## config.mk

```make
export PLATFORM = sky130hd
export DESIGN_NAME = six_one_mux_rr_arbiter_flat
export DESIGN_NICKNAME = d
export VERILOG_FILES = /design/src/rtl/six_one_mux_rr_arbiter_if.sv /design/src/rtl/six_one_mux_rr_arbiter.sv /design/src/flat_wrapper.sv
export SDC_FILE = /design/constraint.sdc
export NUM_CORES = 1
export LEC_CHECK = 0
export CORE_MARGIN = 8
export CORE_UTILIZATION = 35
export DETAILED_ROUTE_END_ITERATION = 7
export PLACE_DENSITY_LB_ADDON = 0.15
export SYNTH_ARGS = -nofsm -noshare
export SYNTH_HDL_FRONTEND = slang
export SYNTH_SLANG_ARGS = --single-unit
```

## constraint.sdc

```tcl
create_clock -name clk -period 4.5 [get_ports clk]
set_clock_uncertainty 0.1 [all_clocks]
set_input_delay 0.9 -clock clk [delete_from_list [all_inputs] [get_ports clk]]
set_output_delay 0.9 -clock clk [all_outputs]
set_load 0.02 [all_outputs]
```

## src/rtl/six_one_mux_rr_arbiter_if.sv

```systemverilog
// ---------------------------------------------------------------------------
// six_one_mux_rr_arbiter_if
// Purpose : groups the request/grant bus of the six-source round-robin
//           arbiter that sits in front of six_one_MUX.
// Signals :
//   req_i      [5:0]            request per source (bit k = mux input dk)
//   req_mask_i [5:0]            per-source disable, only with ARB_REQ_MASK_EN
//   gnt_o      [5:0]            one-hot grant, zero when idle
//   sel_o      [2:0]            encoded mux select, 0..5
//   valid_o                     grant active
//   hold_o     [HOLD_CNT_W-1:0] cycles the current grant has been held
// Modports:
//   master - requester side (drives requests, observes grants)
//   slave  - arbiter side
// Optional feature macro: ARB_REQ_MASK_EN
// ---------------------------------------------------------------------------
interface six_one_mux_rr_arbiter_if #(
  parameter int HOLD_CNT_W = 4
);
  logic [5:0]            req_i;
`ifdef ARB_REQ_MASK_EN
  logic [5:0]            req_mask_i;
`endif
  logic [5:0]            gnt_o;
  logic [2:0]            sel_o;
  logic                  valid_o;
  logic [HOLD_CNT_W-1:0] hold_o;

`ifdef ARB_REQ_MASK_EN
  modport master (output req_i, output req_mask_i,
                  input gnt_o, input sel_o, input valid_o, input hold_o);
  modport slave  (input req_i, input req_mask_i,
                  output gnt_o, output sel_o, output valid_o, output hold_o);
`else
  modport master (output req_i,
                  input gnt_o, input sel_o, input valid_o, input hold_o);
  modport slave  (input req_i,
                  output gnt_o, output sel_o, output valid_o, output hold_o);
`endif
endinterface

```

## src/rtl/six_one_mux_rr_arbiter.sv

```systemverilog
// ---------------------------------------------------------------------------
// six_one_mux_rr_arbiter
// Purpose : round-robin arbiter/sequencer sharing the six_one_MUX datapath
//           between six requesters. One grant at a time, registered one cycle
//           after the request is sampled, bounded by MAX_HOLD cycles so no
//           source starves. sel_o drives the mux select directly.
// Ports   :
//   clk    - single clock, rising edge
//   reset  - synchronous, active-high
//   bus    - six_one_mux_rr_arbiter_if.slave (req_i, [req_mask_i],
//            gnt_o, sel_o, valid_o, hold_o)
// Parameters:
//   MAX_HOLD   - max consecutive cycles one source may hold a grant
//                (1 .. 2**HOLD_CNT_W-1)
//   HOLD_CNT_W - hold counter width (must match the interface)
// Optional feature macro: ARB_REQ_MASK_EN (adds req_mask_i; a 1 disables
//   that source, and masking the current winner releases its grant).
// ---------------------------------------------------------------------------
module six_one_mux_rr_arbiter #(
  parameter int MAX_HOLD   = 8,
  parameter int HOLD_CNT_W = 4
) (
  input  logic                    clk,
  input  logic                    reset,
  six_one_mux_rr_arbiter_if.slave bus
);

  typedef enum logic {
    ST_IDLE  = 1'b0,
    ST_GRANT = 1'b1
  } state_t;

  localparam logic [HOLD_CNT_W-1:0] HOLD_LAST = HOLD_CNT_W'(MAX_HOLD - 1);

  state_t                r_state, w_state_next;
  logic [5:0]            r_gnt,   w_gnt_next;
  logic [2:0]            r_sel,   w_sel_next;
  logic [2:0]            r_ptr,   w_ptr_next;
  logic [HOLD_CNT_W-1:0] r_hold,  w_hold_next;

  logic [5:0]            w_elig;
  logic [2:0]            w_cand_idx [6];
  logic [5:0]            w_cand_hit;
  logic [2:0]            w_win;
  logic                  w_any;
  logic                  w_keep;

`ifdef ARB_REQ_MASK_EN
  assign w_elig = bus.req_i & ~bus.req_mask_i;
`else
  assign w_elig = bus.req_i;
`endif

  // Candidate gi is source (ptr + gi) mod 6, so candidate 0 has the highest
  // priority. r_ptr only ever holds 0..5, so one conditional subtract suffices.
  generate
    for (genvar gi = 0; gi < 6; gi++) begin : g_cand
      logic [3:0] w_sum;
      assign w_sum          = {1'b0, r_ptr} + 4'(gi);
      assign w_cand_idx[gi] = (w_sum >= 4'd6) ? 3'(w_sum - 4'd6) : w_sum[2:0];
      assign w_cand_hit[gi] = w_elig[w_cand_idx[gi]];
    end
  endgenerate

  // Lowest-numbered hit candidate wins; scanning downward lets it overwrite.
  always_comb begin
    w_any = 1'b0;
    w_win = 3'd0;
    for (int i = 5; i >= 0; i--) begin
      if (w_cand_hit[i]) begin
        w_any = 1'b1;
        w_win = w_cand_idx[i];
      end
    end
  end

  // Current winner keeps the grant while still eligible and under its budget.
  // Any other GRANT cycle is a release and re-arbitrates in the same cycle,
  // with ptr already past the winner so a timed-out source ranks last.
  assign w_keep = (r_state == ST_GRANT) && w_elig[r_sel] && (r_hold < HOLD_LAST);

  always_comb begin
    w_state_next = r_state;
    w_gnt_next   = r_gnt;
    w_sel_next   = r_sel;
    w_ptr_next   = r_ptr;
    w_hold_next  = r_hold;
    if (w_keep) begin
      w_hold_next = r_hold + HOLD_CNT_W'(1);
    end else if (w_any) begin
      w_state_next = ST_GRANT;
      w_gnt_next   = 6'(1) << w_win;
      w_sel_next   = w_win;
      w_ptr_next   = (w_win == 3'd5) ? 3'd0 : w_win + 3'd1;
      w_hold_next  = '0;
    end else begin
      // Idle: sel_o parks on the last winner so the mux input stays stable.
      w_state_next = ST_IDLE;
      w_gnt_next   = '0;
      w_hold_next  = '0;
    end
  end

  always_ff @(posedge clk) begin
    if (reset) begin
      r_state <= ST_IDLE;
      r_gnt   <= '0;
      r_sel   <= '0;
      r_ptr   <= '0;
      r_hold  <= '0;
    end else begin
      r_state <= w_state_next;
      r_gnt   <= w_gnt_next;
      r_sel   <= w_sel_next;
      r_ptr   <= w_ptr_next;
      r_hold  <= w_hold_next;
    end
  end

  assign bus.gnt_o   = r_gnt;
  assign bus.sel_o   = r_sel;
  assign bus.valid_o = (r_state == ST_GRANT);
  assign bus.hold_o  = r_hold;

endmodule

```

## src/flat_wrapper.sv

```systemverilog
// flat-port wrapper written by rule: the top's interface ports become plain ports
module six_one_mux_rr_arbiter_flat 
#(
  parameter int MAX_HOLD   = 8,
  parameter int HOLD_CNT_W = 4
)
  (clk, reset, bus_req_i, bus_gnt_o, bus_sel_o, bus_valid_o, bus_hold_o);
  six_one_mux_rr_arbiter_if #(.HOLD_CNT_W(HOLD_CNT_W)) bus_i ();
  input  logic clk;
  input  logic reset;
  input wire logic [$bits(bus_i.req_i)-1:0] bus_req_i;
  output wire logic [$bits(bus_i.gnt_o)-1:0] bus_gnt_o;
  output wire logic [$bits(bus_i.sel_o)-1:0] bus_sel_o;
  output wire logic [$bits(bus_i.valid_o)-1:0] bus_valid_o;
  output wire logic [$bits(bus_i.hold_o)-1:0] bus_hold_o;
  assign bus_i.req_i = bus_req_i;
  assign bus_gnt_o = bus_i.gnt_o;
  assign bus_sel_o = bus_i.sel_o;
  assign bus_valid_o = bus_i.valid_o;
  assign bus_hold_o = bus_i.hold_o;
  six_one_mux_rr_arbiter #(.MAX_HOLD(MAX_HOLD), .HOLD_CNT_W(HOLD_CNT_W)) u_core (.clk(clk), .reset(reset), .bus(bus_i));
endmodule
```

Yosys cells after proc, flatten, opt, wreduce, memory -nomap -nowiden
Cells that the tools add are included.
{ "classes": {"n_addsub": 13, "n_lt_le_gt_ge": 14, "eq_ne": 1, "n_shift": 1, "n_mux": 35, "bitwise_logic": 1, "reduce_logical": 4} }
{ "op_table": {"columns": ["cell", "n"], "rows": [
  ["$mux W3", 13],
  ["$lt A3 B4 Y1 const B", 7],
  ["$bmux W1 S3", 7],
  ["$ge A4 B3 Y1 const B", 5],
  ["$sub A3 B3 Y3 const B", 6],
  ["$mux W1", 14],
  ["$add A3 B2 Y4 const B", 2],
  ["$add A3 B3 Y4 const B", 2],
  ["$mux W6", 1],
  ["$shl A1 B3 Y6 const A", 1],
  ["$add A3 B1 Y4 const B", 1],
  ["$add A4 B1 Y4 const B", 1],
  ["$lt A4 B3 Y1 const B", 1],
  ["$add A3 B1 Y3 const B", 1],
  ["$eq A3 B3 Y1 const B", 1],
  ["$ge A3 B3 Y1 const B", 1],
  ["$logic_and A1 B1 Y1", 2],
  ["$reduce_and A2 Y1", 1],
  ["$reduce_or A2 Y1", 1],
  ["$not A1 Y1", 1]
]} }
{ "word_totals": {"reg_bits": 17, "in_bits": 8, "out_inout_bits": 14, "elab_cells": 74} }

Depth between registers and ports, before layout
Gate-level depths: netlist of the first run.
{ "logic_depth": {"word_depth": 13, "ltp_mapped": 13, "depth_no_buf": 10} }

Least setup slack after synthesis of the first run
OpenSTA, ideal clock, no wires.
{ "synth_path": {"path_type": "flip-flop to flip-flop", "startpoint": "register u_core.r_ptr[0]", "endpoint": "register u_core.r_ptr[2]", "setup_time_ns": 0.115, "arrival_time_ns": 2.971, "t_required_ns": 4.285, "setup_slack_ns": 1.314, "stages_incl_launch_ff": 14, "path_buffers": 4, "period_less_slack_ns": 3.186, "cell_sequence": "dfxtp_1 -> buf_6 -> buf_6 -> inv_1 -> ha_1 -> buf_2 -> nor3_1 -> a211oi_4 -> and2_1 -> o221ai_1 -> a211oi_1 -> buf_2 -> mux2_2 -> o21a_1"} }
{ "synth_via": {"elab_chain_cells": 13, "elab_cells_between_ends": 51, "classes_between": "add/sub: 12; order compare: 6; eq/ne: 1; mux: 31; reduce/logical: 1"} }
{ "synth_rtl": {"columns": ["element", "line", "rtl"], "rows": [
  ["from (decl)", "six_one_mux_rr_arbiter.sv:38", "logic [2:0] r_ptr, w_ptr_next;"],
  ["from (signal assigned)", "six_one_mux_rr_arbiter.sv:115", "r_ptr <= w_ptr_next;"],
  ["$add A3 B3 Y4", "six_one_mux_rr_arbiter.sv:59", "assign w_sum = {1'b0, r_ptr} + 4'(gi);"],
  ["$ge A4 B3 Y1 / $sub A3 B3 Y3 (equally long branches)", "six_one_mux_rr_arbiter.sv:60", "assign w_cand_idx[gi] = (w_sum >= 4'd6) ? 3'(w_sum - 4'd6) : w_sum[2:0];"],
  ["$mux W3", "six_one_mux_rr_arbiter.sv:60", null],
  ["$bmux W1 S3", "six_one_mux_rr_arbiter.sv:61", "assign w_cand_hit[gi] = w_elig[w_cand_idx[gi]];"],
  ["$mux W1 (not written as such)", "six_one_mux_rr_arbiter.sv:61", null],
  ["$mux W3 (6 in series)", "six_one_mux_rr_arbiter.sv:70", "if (w_cand_hit[i]) begin"],
  ["$add A3 B1 Y3 / $eq A3 B3 Y1 (equally long branches)", "six_one_mux_rr_arbiter.sv:94", "w_ptr_next = (w_win == 3'd5) ? 3'd0 : w_win + 3'd1;"],
  ["$mux W3", "six_one_mux_rr_arbiter.sv:94", null]
]} }
Several ways; a longest one is shown, not always the timed one. The select of a mux whose other input is x is not followed.
A chain may end at the register's enable or synchronous reset.

Worst setup path in the final report of the first run
{ "layout_path": {"startpoint": "register u_core.r_ptr[1]", "endpoint": "register u_core.r_ptr[1]"} }
The elaborated chain is that of the path after synthesis.

==> results.ini, run 1 <==
[pwr]
powerDensity_nw_per_um2 = 789
power_leakage_nw = 0.728
peakVddDrop_v = 0.000369

[clock_tree]
cts_num_sinks = 17
insertion_delay_ps = 250
cts-root-buf = clkbuf_8
cts-hold-fix-buffers = 0
cts_buffers = 3
cts_resized = 0
post-cts-setup-buffer-count = 0
clkTransAtPathRegs_ps = 60
tritoncts = done
h-tree-depth = 1
clock_path_buffers = 2

[worst_setup_path]
cp_cell_sequence = inv_1 > ha_1 > inv_1 > nor4_1 > o21ai_1 > a221oi_1 > o21ai_0 > and3_1 > or3_1 > a221oi_2
crit_fanout = 15
crit_path_frequent_cell = inv_1
critPathKind = reg -> reg
end_kind = register
critPathMaxStageDelay_ps = 670
start_kind = register
cp.arrival_ps = 3680
worstPathRequired_ps = 4560
cpMaxStageDelayCell = ha_1

[placement]
io_buffer_count = 21
hpwlAfterDp_microns = 3290
dpl.cell_count = 264
gp_congestion = 0.812

[min_path]
hold_class = reg -> reg

[synth]
yosysSeqAreaShare = 0.203
synth_common_cells = nor2_1 (18), dfxtp_1 (17), nand2_1 (15)
synth_nets = 214
yosys_warnings = 0
synthArstFlopShare = 0
synth-xor-area-share = 0.0456
synth_edf_count = 0
synth_area_sq_um = 1680
synth_top_area_cell = dfxtp_1
yosys.area.top_type_share = 0.203
synth_mux_area_frac = 0.164
yosysMostFrequentCell = nor2_1
syn_inst = 197
synth-compound-area-share = 0.247
ys_ff_latch = 17
synth_fa_ha_area_frac = 0.0732
ys_top_cells_by_area = dfxtp_1 (20%), ha_1 (6.7%), mux2i_1 (6.0%)
synth_simple_gate_area_frac = 0.211
synth_cell_type_count = 54
synth_top_family_by_area = compound AO/OA/AOI/OAI gates
avgSynthCellArea_sq_um = 8.50
ys.flop_type = dfxtp_1

[grt]
grt_max_degree = 21
grt_usage = 0.116
antenna_found_initial = 0
grt_first_pass_wirelength_microns = 7080
grt_overflow_total = 0
grt_pass1_vias = 1441

[floorplan]
die_w_microns = 85.2
io-pin-count = 22
die_area_sq_um = 7260
start_util = 0.359
row_count = 25
core_area_sq_um = 4660
die_h_microns = 85.2

[timing]
report.final.hold_viol_count = 0
rsz0062_at_grt = false
whs_ps = 369
post-route-min-period_ps = 3610
max-slew-margin-rel = 0.553
setup_violations = 0
setup_tns_ps = 0
fmax_mhz = 277
tightest_slew_ps = 667
period_share = 0.803
drv_slew = 0

[final_layout]
n_antenna_cell = 0
n_fill_cell = 464
layout.cells.non_filler = 268
final_net_count = 232
area_delta_synth_final_pct = 17.1
drive_above_1_share = 0.126

[drt]
drc = 0
drt_pass1_iterations = 4
ant_nets = 0
viasPerCell = 5.66
drt-total-wl_microns = 4250
wl_met1_microns = 2160
drt_iter0_drc = 119
vias = 1518
wl_per_cell_microns = 15.8
dr_wl_met2_microns = 1910
routed.top_layer = met4
routed-wl-met3_microns = 168

[outcome]
outcome = complete, no violations

[run]
max-cap-violations = 0

per-layer routing:
layer / global-route usage / vias up
met5: 0 / -
met4: 0.0307 / 0
met3: 0.0164 / 2
met2: 0.184 / 36
met1: 0.158 / 711
li1: - / 769
stage by stage:
stage	utilization	cell area (sq um)	power, mW	worst slack (ps)
5_1_grt	0.421	1960	1.68	658
4_1_cts	0.421	1960	1.55	936
6_report	0.421	1960	1.55	887
3_5_place_dp	0.411	1920	1.43	808
2_1_floorplan	-	1680	1.17	1310
3_3_place_gp	0.411	1920	1.45	836
critical path: cells and delay by family, from the launching register on:
kind	cells	cell delay (ps)
AOI/OAI and AO/OA	4	910
and+or+nand+nor	3	1000
buffers and inverters	2	420
adders and majority gates	1	670
DFF	1	420
layout by cell type (no fill, tap or decap), types with 3 or more instances in the layout:
cell / synthesis / routed
inv_1: 7 / 7
and3_1: 3 / 3
buf_4: 0 / 3
xnor2_1: 3 / 3
a21oi_1: 9 / 9
a31oi_1: 3 / 3
nand2_1: 15 / 15
mux2i_1: 10 / 10
dfxtp_1: 17 / 17
a32o_1: 4 / 4
clkbuf_8: 0 / 3
nor2_1: 18 / 18
and2_1: 5 / 5
o21a_1: 3 / 3
o21ai_0: 8 / 8
clkdlybuf4s50_1: 0 / 21
mux2_2: 5 / 5
nor3_1: 14 / 14
nand3_1: 7 / 7
ha_1: 9 / 9
final cells by class:
| class | instances | area [sq um] | share of cell area |
|---|---|---|---|
| clock inverter | 1 | 5.00 | 0.00255 |
| sequential | 17 | 340 | 0.173 |
| clock buffer | 3 | 41.3 | 0.0210 |
| multi-input combinational | 162 | 1250 | 0.636 |
| timing repair buffer | 24 | 233 | 0.119 |
| inverter | 7 | 26.3 | 0.0134 |
| tap | 54 | 67.6 | 0.0344 |
power by group:
part	switching, mW	internal (mW)	total [mW]	leakage [nW]
Clock	0.0500	0.0613	0.111	0.0255
Combinational	0.703	0.507	1.21	0.563
Sequential	0.0370	0.190	0.227	0.139
sequential cells by signal, indices dropped and copies added (netlist names):
name                flops
u_core.bus.gnt_o        6
u_core.bus.hold_o       4
u_core.bus.sel_o        3
u_core.bus.valid_o      1
u_core.r_ptr            3
worst paths after layout:
path / slack (ps) / depth (start not counted) / to / start
worst max-delay path: 890 / 10 / u_core.r_ptr[1] / u_core.r_ptr[1]
worst min-delay path: 370 / 2 / u_core.bus.gnt_o[5] / u_core.bus.gnt_o[5]
worst max register to register: 890 / 10 / u_core.r_ptr[1] / u_core.r_ptr[1]
worst min register to register: 370 / 2 / u_core.bus.gnt_o[5] / u_core.bus.gnt_o[5]
kinds of logic after synthesis:
kind of cell	count (synthesis)
compound gates	53
xor+xnor	7
mux	21
flops	17
buf+inv	18
fa+ha+maj	10
simple gates	71
(Power assumes the default switching activity.)
==> run 2, diff against run 1 <==
Clock period 4.5 ns to 3.77 ns, I/O delays scaled along.
==> run 2 against run 1 <==
  * Total power rose by 23%
  * Sequential cell count did not move
  * First-iteration DRC count fell by 17%
  * Utilization rose by 1.1 points
  * Non-clock buffer count rose by 7
  * Final area rose by 2.6%
  * Routed wire length rose by 0.42%
  * Die area did not move
  * Worst setup slack got worse by 490 ps
  * Clock-buffer cell count rose by 1
==> results.ini, run 2 (same netlist as run 1, synthesis figures left out) <==
[drt]
viasPerCell = 5.68  ; +0.28%
ant_nets = 0  ; unchanged
drt_iter0_drc = 99  ; -17%
drc = 0  ; unchanged
wl_per_cell_microns = 15.5  ; -2.1%
drt_pass1_iterations = 4  ; unchanged
drt-total-wl_microns = 4260  ; +0.42%
vias = 1562  ; +2.9%

[clock_tree]
post-cts-setup-buffer-count = 0  ; unchanged
cts_resized = 0  ; unchanged
h-tree-depth = 1  ; unchanged
clkTransAtPathRegs_ps = 60  ; about the same
cts_buffers = 3  ; unchanged
insertion_delay_ps = 240  ; about the same
cts-root-buf = clkbuf_8
cts_num_sinks = 17  ; unchanged
clock_path_buffers = 2  ; unchanged
tritoncts = done
cts-hold-fix-buffers = 0  ; unchanged

[pwr]
seqPwrFrac = 0.146  ; about the same
power_leakage_nw = 0.760  ; +4.4%
p_switching_mw = 0.951  ; +20%
peakVddDrop_v = 0.000494  ; +34%
total_power_mw = 1.90  ; +23%
powerDensity_nw_per_um2 = 944  ; +20%
comb_power_share = 0.785  ; +0.004
p_int_mw = 0.949  ; +25%
swShare = 0.500  ; -0.00985
p_clk_frac = 0.069  ; -0.003

[worst_setup_path]
worstPathRequired_ps = 3830  ; -730 ps
reg2reg_setup_slack_ps = 400  ; -490 ps
cp.arrival_ps = 3430  ; -250 ps
start_kind = register
end_kind = register
r2r_end = u_core.r_ptr[1]
crit_fanout = 10  ; -5
critPathKind = reg -> reg
r2r_cells = 10  ; unchanged
timing.rr.start = u_core.r_ptr[1]

[final_layout]
multi_input_area_sq_um = 1250  ; unchanged
final_cell_mix = clkdlybuf4s50_1 (21), nor2_1 (18), dfxtp_1 (17), nand2_1 (15), nor3_1 (14)
area_delta_synth_final_pct = 20.2
final_net_count = 239  ; +3.0%
n_fill_cell = 478  ; +3.0%
drive_above_1_share = 0.149  ; +0.0232
n_antenna_cell = 0  ; unchanged
seq_area_sq_um = 340  ; unchanged
largest_reg_flops = 6  ; unchanged
final_common_cell = clkdlybuf4s50_1
final_util = 0.432  ; +0.0110

[timing]
post-route-min-period_ps = 3370  ; -240 ps
setup_violations = 0  ; unchanged
whs_ps = 359  ; -10.3 ps
tightest_slew_ps = 531  ; -136 ps
rsz0062_at_grt = false
fmax_mhz = 296  ; +7.1%
setup_tns_ps = 0  ; unchanged
report.final.hold_viol_count = 0  ; unchanged
max-slew-margin-rel = 0.641  ; +0.0874
period_share = 0.895  ; +0.0917
drv_slew = 0  ; unchanged

[min_path]
hold_depth = 2  ; unchanged
whs_endpoint = u_core.bus.gnt_o[3]
min-delay-start = u_core.bus.gnt_o[3]
hold_class = reg -> reg

[grt]
grt_pass1_vias = 1515  ; +5.1%
grt_max_degree = 16  ; -24%
antenna_found_initial = 0  ; unchanged
grt_overflow_total = 0  ; unchanged
grt_usage = 0.120  ; +0.00431
grt_first_pass_wirelength_microns = 7330  ; +3.6%

[placement]
io_buffer_count = 21  ; unchanged
gp_congestion = 0.818  ; +0.73%
hpwlAfterDp_microns = 3360  ; +2.2%

[floorplan]
start_util = 0.359  ; unchanged
core_area_sq_um = 4660  ; unchanged
die_w_microns = 85.2  ; unchanged
io-pin-count = 22  ; unchanged
row_count = 25  ; unchanged
die_area_sq_um = 7260  ; unchanged
die_h_microns = 85.2  ; unchanged

[run]
max-cap-violations = 0  ; unchanged

[outcome]
outcome = complete, no violations

[run 2: cell types whose count changed in the layout (fill, tap and decap cells not counted), sizes merged]
cell    previous run  this run
buf                3        10
clkbuf             3         4
clkinv             1         0
[run 2: power by group through the flow]
stage / logic [mW] / registers (mW) / clock network (mW)
floorplan: 1.10 / 0.301 / 0
global placement: 1.49 / 0.283 / 0
detailed placement: 1.48 / 0.282 / 0
CTS: 1.48 / 0.278 / 0.136
global route: 1.64 / 0.286 / 0.144
finish: 1.49 / 0.278 / 0.131
[run 2: area by class of cell]
cell class	count	share of cell area
Clock buffer	4	0.0224
Inverter	7	0.0131
Multi-Input combinational cell	162	0.620
Sequential cell	17	0.169
Tap cell	54	0.0336
Timing Repair Buffer	31	0.142
[run 2: critical path: stages, from the launching register on]
cell and delay (ps):
dfxtp_1 430, inv_1 170, ha_1 540, inv_1 220, nor4_1 300, o21ai_1 180
a221oi_1 310, o21ai_0 160, and3_1 280, or3_1 400, a221oi_2 210
[run 2: metal layers]
metal,share of wire,track usage,vias up
met5,0,0,-
met4,0,0.0194,0
met3,0.021,0.0116,0
met2,0.49,0.205,26
met1,0.49,0.161,754
li1,-,-,782
[run 2: worst max path at each step]
| stage | slack, ps | from | depth (start not counted) | end |
|---|---|---|---|---|
| global route | 120 | u_core.r_ptr[1] | 10 | u_core.r_ptr[1] |
| CTS | 420 | u_core.r_ptr[1] | 10 | u_core.r_ptr[1] |
| finish | 400 | u_core.r_ptr[1] | 10 | u_core.r_ptr[1] |
| detailed placement | 340 | bus_req_i[2] | 8 | u_core.r_ptr[1] |
| floorplan | 580 | u_core.r_ptr[0] | 13 | u_core.r_ptr[2] |
| global placement | 370 | bus_req_i[5] | 9 | u_core.r_ptr[1] |
[run 2: stage by stage]
| step | area, sq um | setup slack, ps | std cells |
|---|---|---|---|
| 6_report | 2010 | 397 | 275 |
| 5_1_grt | 2010 | 115 | 275 |
| 4_1_cts | 2010 | 421 | 275 |
| 3_5_place_dp | 1970 | 336 | 271 |
| 3_3_place_gp | 1970 | 371 | 271 |
| 2_1_floorplan | 1680 | 584 | 197 |
